==> src/rtl/apb_pkg.sv <==
// ============================================================================
// Module      : apb_pkg
// Description : Shared types and per-state APB strobe encodings for the
//               requester-side APB bridge.
// Revision    : 1.0 - initial release
// ============================================================================
`default_nettype none

package apb_pkg;

  typedef enum logic [1:0] {
    IDLE   = 2'd0,
    SETUP  = 2'd1,
    ACCESS = 2'd2,
    RESP   = 2'd3
  } apb_state_e;

  // Widest read data the response record carries; RD_WIDTH must not exceed it.
  localparam int c_rsp_rdata_w = 32;

  typedef struct packed {
    logic [c_rsp_rdata_w-1:0] rdata;
    logic                     err;
    logic                     timeout;
  } apb_rsp_t;

  // Bit n gives the strobe value while the FSM is in state n.
  localparam logic [3:0] c_psel_by_state    = 4'b0110;
  localparam logic [3:0] c_penable_by_state = 4'b0100;

  function automatic logic psel_of(input apb_state_e st);
    return c_psel_by_state[st];
  endfunction

  function automatic logic penable_of(input apb_state_e st);
    return c_penable_by_state[st];
  endfunction

endpackage : apb_pkg

`default_nettype wire

==> src/rtl/apb_wait_timer.sv <==
// ============================================================================
// Module      : apb_wait_timer
// Description : Saturating ACCESS wait-state counter; flags the last cycle
//               allowed before the transfer is forcibly terminated.
// Revision    : 1.0 - initial release
// ============================================================================
`default_nettype none

module apb_wait_timer #(
  parameter int TIMEOUT = 16
) (
  input  logic i_pclk,
  input  logic preset_n,
  input  logic i_clear,
  input  logic i_enable,
  output logic o_expired
);

  localparam int c_cnt_w = (TIMEOUT > 0) ? $clog2(TIMEOUT + 1) : 1;

  generate
    if (TIMEOUT > 0) begin : g_timer
      localparam logic [c_cnt_w-1:0] c_last = c_cnt_w'(TIMEOUT - 1);
      localparam logic [c_cnt_w-1:0] c_max  = c_cnt_w'(TIMEOUT);

      logic [c_cnt_w-1:0] r_cnt;

      always_ff @(posedge i_pclk) begin
        if (!preset_n || i_clear) begin
          r_cnt <= '0;
        end else if (i_enable && (r_cnt != c_max)) begin
          r_cnt <= r_cnt + 1'b1;
        end
      end

      assign o_expired = (r_cnt == c_last);
    end else begin : g_no_timer
      assign o_expired = 1'b0;
    end
  endgenerate

endmodule : apb_wait_timer

`default_nettype wire

==> src/rtl/apb_master_bridge.sv <==
// ============================================================================
// Module      : apb_master_bridge
// Description : Converts a valid/ready command stream into single APB
//               transfers and returns each outcome on a response stream.
// Revision    : 1.0 - initial release
// ============================================================================
`default_nettype none

module apb_master_bridge
  import apb_pkg::*;
#(
  parameter int A_WIDTH  = 32,
  parameter int WD_WIDTH = 32,
  parameter int RD_WIDTH = 32,
  parameter int TIMEOUT  = 16
) (
  input  logic                i_pclk,
  input  logic                preset_n,
  input  logic                i_cmd_valid,
  output logic                o_cmd_ready,
  input  logic                i_cmd_write,
  input  logic [A_WIDTH-1:0]  i_cmd_addr,
  input  logic [WD_WIDTH-1:0] i_cmd_wdata,
  output logic                o_rsp_valid,
  input  logic                i_rsp_ready,
  output logic [RD_WIDTH-1:0] o_rsp_rdata,
  output logic                o_rsp_err,
  output logic                o_rsp_timeout,
  output logic [A_WIDTH-1:0]  paddr,
  output logic                pwrite,
  output logic [WD_WIDTH-1:0] pwdata,
  output logic                psel,
  output logic                penable,
  input  logic [RD_WIDTH-1:0] prdata,
  input  logic                pready,
  input  logic                pslverr
);

  apb_state_e          r_state;
  apb_state_e          w_state_nxt;
  apb_rsp_t            r_rsp;
  apb_rsp_t            w_rsp_nxt;
  logic                w_capture;
  logic                w_expired;
  logic [A_WIDTH-1:0]  r_paddr;
  logic                r_pwrite;
  logic [WD_WIDTH-1:0] r_pwdata;

  apb_wait_timer #(
    .TIMEOUT (TIMEOUT)
  ) u_wait_timer (
    .i_pclk    (i_pclk),
    .preset_n  (preset_n),
    .i_clear   (r_state != ACCESS),
    .i_enable  ((r_state == ACCESS) && !pready),
    .o_expired (w_expired)
  );

  always_comb begin
    w_state_nxt = r_state;
    w_rsp_nxt   = r_rsp;
    w_capture   = 1'b0;
    case (r_state)
      IDLE: begin
        if (i_cmd_valid) begin
          w_state_nxt = SETUP;
          w_capture   = 1'b1;
        end
      end
      SETUP: begin
        w_state_nxt = ACCESS;
      end
      ACCESS: begin
        // A completing slave always wins over a timeout in the same cycle.
        if (pready) begin
          w_state_nxt       = RESP;
          w_rsp_nxt.rdata   = r_pwrite ? '0 : c_rsp_rdata_w'(prdata);
          w_rsp_nxt.err     = pslverr;
          w_rsp_nxt.timeout = 1'b0;
        end else if (w_expired) begin
          w_state_nxt       = RESP;
          w_rsp_nxt.rdata   = '0;
          w_rsp_nxt.err     = 1'b1;
          w_rsp_nxt.timeout = 1'b1;
        end
      end
      RESP: begin
        if (i_rsp_ready) begin
          w_state_nxt = IDLE;
        end
      end
      default: begin
        w_state_nxt = IDLE;
      end
    endcase
  end

  always_ff @(posedge i_pclk) begin
    if (!preset_n) begin
      r_state  <= IDLE;
      r_rsp    <= '0;
      r_paddr  <= '0;
      r_pwrite <= 1'b0;
      r_pwdata <= '0;
    end else begin
      r_state <= w_state_nxt;
      r_rsp   <= w_rsp_nxt;
      if (w_capture) begin
        r_paddr  <= i_cmd_addr;
        r_pwrite <= i_cmd_write;
        r_pwdata <= i_cmd_wdata;
      end
    end
  end

  assign o_cmd_ready   = (r_state == IDLE) && preset_n;
  assign o_rsp_valid   = (r_state == RESP);
  assign o_rsp_rdata   = r_rsp.rdata[RD_WIDTH-1:0];
  assign o_rsp_err     = r_rsp.err;
  assign o_rsp_timeout = r_rsp.timeout;
  assign paddr         = r_paddr;
  assign pwrite        = r_pwrite;
  assign pwdata        = r_pwdata;
  assign psel          = psel_of(r_state);
  assign penable       = penable_of(r_state);

endmodule : apb_master_bridge

`default_nettype wire
==> config.mk <==
export PLATFORM = sky130hd
export DESIGN_NAME = apb_master_bridge
export DESIGN_NICKNAME = d
export VERILOG_FILES = /design/src/rtl/apb_pkg.sv /design/src/rtl/apb_wait_timer.sv /design/src/rtl/apb_master_bridge.sv
export SDC_FILE = /design/constraint.sdc
export NUM_CORES = 1
export LEC_CHECK = 0
export ABC_AREA = 1
export CAP_MARGIN = 20
export CELL_PAD_IN_SITES_DETAIL_PLACEMENT = 1
export CELL_PAD_IN_SITES_GLOBAL_PLACEMENT = 1
export CORE_ASPECT_RATIO = 0.7
export CORE_MARGIN = 10
export CORE_UTILIZATION = 28
export DETAILED_ROUTE_END_ITERATION = 10
export GPL_ROUTABILITY_DRIVEN = 0
export PLACE_DENSITY = 0.81
export SETUP_SLACK_MARGIN = 0.5
export SLEW_MARGIN = 20
export SYNTH_ARGS = -nofsm -noshare
export SYNTH_HDL_FRONTEND = slang
export SYNTH_SLANG_ARGS = --single-unit
export TNS_END_PERCENT = 100
==> constraint.sdc <==
create_clock -name i_pclk -period 1.67 [get_ports i_pclk]
set_input_delay 0.334 -clock i_pclk [delete_from_list [all_inputs] [get_ports i_pclk]]
set_output_delay 0.334 -clock i_pclk [all_outputs]
set_load 0.005 [all_outputs]
* Word-level counts from Yosys, hierarchy flattened
Cells that the tools add are included.
** Storage, ports and cells
- Flip-flop bits (word level) :: 106
- Input bits :: 103
** Cells by class
- Add/sub/neg operators :: 1
- Order comparisons :: 1
- Eq/ne operators :: 9
- Mux-type cells :: 14
- Reduce and logical (&&, ||, !) cells :: 10
** Operators with widths (count)
- $mux 34 :: 2
- $mux 32 :: 1
- $mux 2 :: 4
- $pmux 2 s4 :: 1
- $add 5x1->5 const B :: 1
- $eq 5x4->1 const B :: 1
- $ne 5x5->1 const B :: 1
- $bmux 1 s2 :: 2
- $eq 2x2->1 const B :: 2
- $mux 1 :: 4
- $ne 2x2->1 const B :: 2
- $logic_and 1x1->1 :: 3
- $lt 2x3->1 const B :: 1
- $ne 3x2->1 const B :: 1
- $reduce_and 3->1 :: 1
- $eq 2x1->1 const B :: 1
- $logic_not 1->1 :: 2
- $logic_not 2->1 :: 1
- $ne 2x1->1 const B :: 1
- $reduce_and 2->1 :: 1
- $reduce_bool 2->1 :: 1
- $logic_or 1x1->1 :: 1

* Logic depth before layout (Yosys ltp)
- Word-level depth :: 4
- Depth in mapped cells :: 10

* Modules after synthesis
From an unflattened synthesis, not the netlist that was laid out.
** Unflattened totals
- Cells, all modules :: 511
- Area total of the unflattened synthesis :: 4068.9 um2
** Modules (own cells, without submodules)
- apb_master_bridge :: instances 1, cells each 467, area an instance 3769.9 um2
- apb_wait_timer :: instances 1, cells each 44, area an instance 299.0 um2

* Least setup slack after synthesis
OpenSTA, ideal clock, no wires.
- Kind :: register to register
- Start point :: register u_wait_timer.g_timer.r_cnt[0]
- End point :: register r_rsp (netlist bit o_rsp_rdata[12])
- Setup time :: 0.119 ns
- Arrival :: 1.347 ns
- Required time :: 1.551 ns
- Path slack :: 0.204 ns
- Stages on the path, launching flop included :: 11
- Path buffers :: 2
- Period minus slack after synthesis :: 1.466 ns
- Cell sequence :: dfxtp_1 ha_1 inv_1 nor2_1 ha_1 nand2_2 nand2_2 buf_8 buf_12 o21ai_2 a21oi_2
** On the way
- Word-level cells in the longest chain between the ends :: 3
** RTL lines
- start: declaration :: line apb_wait_timer.sv:26 : logic [c_cnt_w-1:0] r_cnt;
- start signal: assignment :: line apb_wait_timer.sv:32 : r_cnt <= r_cnt + 1'b1;
- $eq 5x4->1 :: line apb_wait_timer.sv:36 : assign o_expired = (r_cnt == c_last);
- $reduce_bool 2->1 (no source line)
- $reduce_and 2->1 (no source line)
- end signal: assignment :: line apb_master_bridge.sv:107 : r_rsp <= w_rsp_nxt;
- end: declaration :: line apb_master_bridge.sv:41 : apb_rsp_t r_rsp;
Every way passes these cells.
A chain may end at the register's enable or synchronous reset.

* Worst setup path in the final report
- Start point :: register r_state[0]
- End point :: register r_pwdata[28], in the netlist pwdata[28]
** On the way
- Word-level cells in the longest chain between the ends :: 2
** RTL lines
- start: declaration :: line apb_master_bridge.sv:39 : apb_state_e r_state;
- start signal: assignment :: line apb_master_bridge.sv:106 : r_state <= w_state_nxt;
- $logic_not 2->1 :: line apb_master_bridge.sv:63 : case (r_state)
- $mux 1 :: line apb_master_bridge.sv:63
- end signal: assignment :: line apb_master_bridge.sv:111 : r_pwdata <= i_cmd_wdata;
- end: declaration :: line apb_master_bridge.sv:47 : logic [WD_WIDTH-1:0] r_pwdata;
Every way passes these cells.

==> reports/metrics.yaml <==
outcome: "completed"
critical_path_arrival_ps: 1750
most_common_cell_after_layout_fill_and_taps_aside: "sky130_fd_sc_hd__clkdlybuf4s50_1"
cts.path.max_buffers: 2
dp_hpwl_um: 12500
clock_tree.root_cell: "sky130_fd_sc_hd__clkbuf_16"
min_path_type: "reg2reg"
peakVddDrop_mv: 0.472
rows: 37
drive_gt1_share_pct: 62.0
hold-path-cell-count: 2
dr.pass1.iters: 4
hold-path-endpoint: "pwdata[18]"
floorplan.die.height_um: 123
syn_inst: 514
crit-reg2reg-capture: "pwdata[28]"
holdBufCountCts: 0
postRouteAntennaNets: 0
cell_count_of_the_worst_reg_to_reg_path: 8
synth_async_sr_flop_share_pct: 0
rrSetupSlack_ps: 160
synth_top_cell_area_share_pct: 50.2
syn_area_per_cell_um2: 8.23
vias_per_cell: 4.86
powerDensity_nw_per_um2: 1430
slowest_stage: "sky130_fd_sc_hd__dfxtp_4"
path_cells: "inv_4 > ha_4 > buf_6 > nand2_8 > buf_6 > buf_16 > o21ai_1 > nor2_1"
total_leakage_power_nw: 3.47
cp-start-kind: "register"
synth_top_cell_by_area: "sky130_fd_sc_hd__dfxtp_1"
hold_path.startpoint: "pwdata[18]"
mappedNetlistArea_um2: 4230
grt_use_total_pct: 17.4
finalClockSkew_ps: 8.45
synth.area.top_cells: "sky130_fd_sc_hd__dfxtp_1, sky130_fd_sc_hd__nor2_1, sky130_fd_sc_hd__o21ai_1, sky130_fd_sc_hd__nand3_1, sky130_fd_sc_hd__a21oi_2"
crit_path_frequent_cell: "sky130_fd_sc_hd__buf_6"
worst_slack_ps: 164
cp_max_fo: 12
route.vias.total: 4800
report.final.slew_viol_count: 0
ys_seq_area_share_pct: 50.2
total_die_area_um2: 20500
route.detailed.wl_per_inst_um: 21.3
worst_ep_required_time_ps: 1920
dp_worst_setup_slack_ps: -73.3
synth-edff-count: 0
tritoncts.num_buffers: 9
synth-warning-count: 0
grt_start_max_net_pins: 103
r2r_start: "r_state[0]"
post_synth_num_cell_types: 22
synthesis.nets: 624
die_width_um: 167
floorplan.core_area_um2: 14800
drt-initial-drc-count: 225
final_util_pct: 56.2
worstSetupPathType: "reg2reg"
floorplan.io_pins: 206
antenna_violations_before_repair: 0
final_cell_mix: "sky130_fd_sc_hd__clkdlybuf4s50_1, sky130_fd_sc_hd__dfxtp_2, sky130_fd_sc_hd__nor2_1"
antennaDiodeCount: 0
path_clk_slew_ps: 70
cap_viol_max_count: 0
number_of_global_route_vias_before_repair: 4976
port-buffer-count: 205
finalCritPeriodShare_pct: 90.2
drcViolationCount: 0
initial_utilization_pct: 28.6
final.min_clock_period_ps: 1510
routed_wl_um: 21000
setup-violations-final: 0
slowest_delay_ps: 360
tritoncts: "yes"
synth-seq-cells: 106
report.final.hold_viol_count: 0
cp-end-kind: "register"
timing_worst_slew_pin_value_ps: 708
grt_remaining_overflow: 0
cts_sinks: 106
syn_to_final_growth_pct: 96.2
postSynth.topFlopCell: "sky130_fd_sc_hd__dfxtp_1"
setup_repair_after_global_routing_missed_its_margin: "yes"
timing_limited_maximum_frequency_mhz: 664
htree_levels: 3
slew_headroom_pct: 52.8
nets: 897
grt_first_pass_wirelength_um: 28500
worst_skew_pair.late_latency_ps: 360
[worst max-delay path: cells and delay by family (launching register included)]
| kind | cells | cell delay, ps |
|---|---|---|
| AO/OA/AOI/OAI | 1 | 170 |
| adder cells (fa/ha/maj) | 1 | 150 |
| buffers and inverters | 4 | 530 |
| flip-flops | 1 | 360 |
| AND/OR/NAND/NOR | 2 | 180 |
[Yosys cell counts, types with 2 or more instances]
library cell / count
sky130_fd_sc_hd__nand2_1: 15
sky130_fd_sc_hd__clkbuf_1: 6
sky130_fd_sc_hd__dfxtp_1: 106
sky130_fd_sc_hd__o21ai_2: 20
sky130_fd_sc_hd__buf_2: 18
sky130_fd_sc_hd__a21oi_1: 17
sky130_fd_sc_hd__buf_6: 4
sky130_fd_sc_hd__inv_1: 15
sky130_fd_sc_hd__nor2_1: 145
sky130_fd_sc_hd__o21ai_0: 3
sky130_fd_sc_hd__nand2_2: 2
sky130_fd_sc_hd__o21ai_1: 77
sky130_fd_sc_hd__buf_4: 8
sky130_fd_sc_hd__buf_12: 2
sky130_fd_sc_hd__a21oi_2: 20
sky130_fd_sc_hd__ha_1: 7
sky130_fd_sc_hd__nand3_1: 40
sky130_fd_sc_hd__inv_2: 5
[state kept, by name, indices dropped and copies added, names as in the netlist]
register,count
r_state,2
paddr,32
o_rsp_err,1
u_wait_timer.g_timer.r_cnt,5
pwdata,32
o_rsp_rdata,32
pwrite,1
o_rsp_timeout,1
[power by group]
group	leakage [nW]	internal, mW	switching (mW)
Clock	0.144	1.18	1.03
Combinational	2.42	3.10	2.72
Sequential	0.913	3.34	0.492
[cells by family (layout without fill, tap and decap cells)]
kind of cell,after synthesis,in the layout,synth area share (%)
AOI/OAI and AO/OA,137,137,19.8
adders and majority gates,7,7,2.07
buffers and inverters,59,337,8.22
DFF,106,106,50.2
and+or+nand+nor,205,205,19.8
[per-layer routing]
layer  up-vias  track usage (%)  part of all wire (%)
met5         -                0                     0
met4         0             4.49                   1.1
met3        16             6.16                   6.6
li1       2240                -                     -
met2       155             29.5                    50
met1      2389             20.8                    42
[repair_timing]
action / CTS / global route
gates cloned: 10 / 5
resized for setup: 575 / 191
setup buffers: 36 / 31
pin swaps: 12 / 10
setup endpoints to repair: 208 / 154
hold endpoints to repair: 0 / 0
[area by class of cell]
class                           instances  area [µm²]
Clock buffer                           10         229
Clock inverter                          6        72.6
Fill cell                            1622        6470
Inverter                               20         100
Multi-Input combinational cell        349        2420
Sequential cell                       106        2270
Tap cell                              195         244
Timing Repair Buffer                  300        2950
Timing Repair inverter                  1        11.3
[how the worst max path moves through the flow]
stage | start | end | cells after the start
after detailed placement | pready | o_rsp_rdata[22] | 4
after CTS | r_state[1] | penable | 3
final | r_state[0] | pwdata[28] | 8
after floorplan | u_wait_timer.g_timer.r_cnt[0] | o_rsp_rdata[12] | 10
after global placement | pready | o_rsp_rdata[26] | 4
after global routing | r_state[0] | pwdata[28] | 8
[through the flow]
step	cells	setup TNS [ps]	hold WS, ps	total power, mW	instance area, µm²
after floorplan	514	0	458	5.28	4300
after global placement	889	0	451	7.19	6440
after detailed placement	889	-1410	473	7.39	6440
after CTS	951	0	474	10.4	7250
after global routing	987	0	501	12.5	8300
final	987	0	475	11.9	8300
Power figures use the tool's default switching activity.
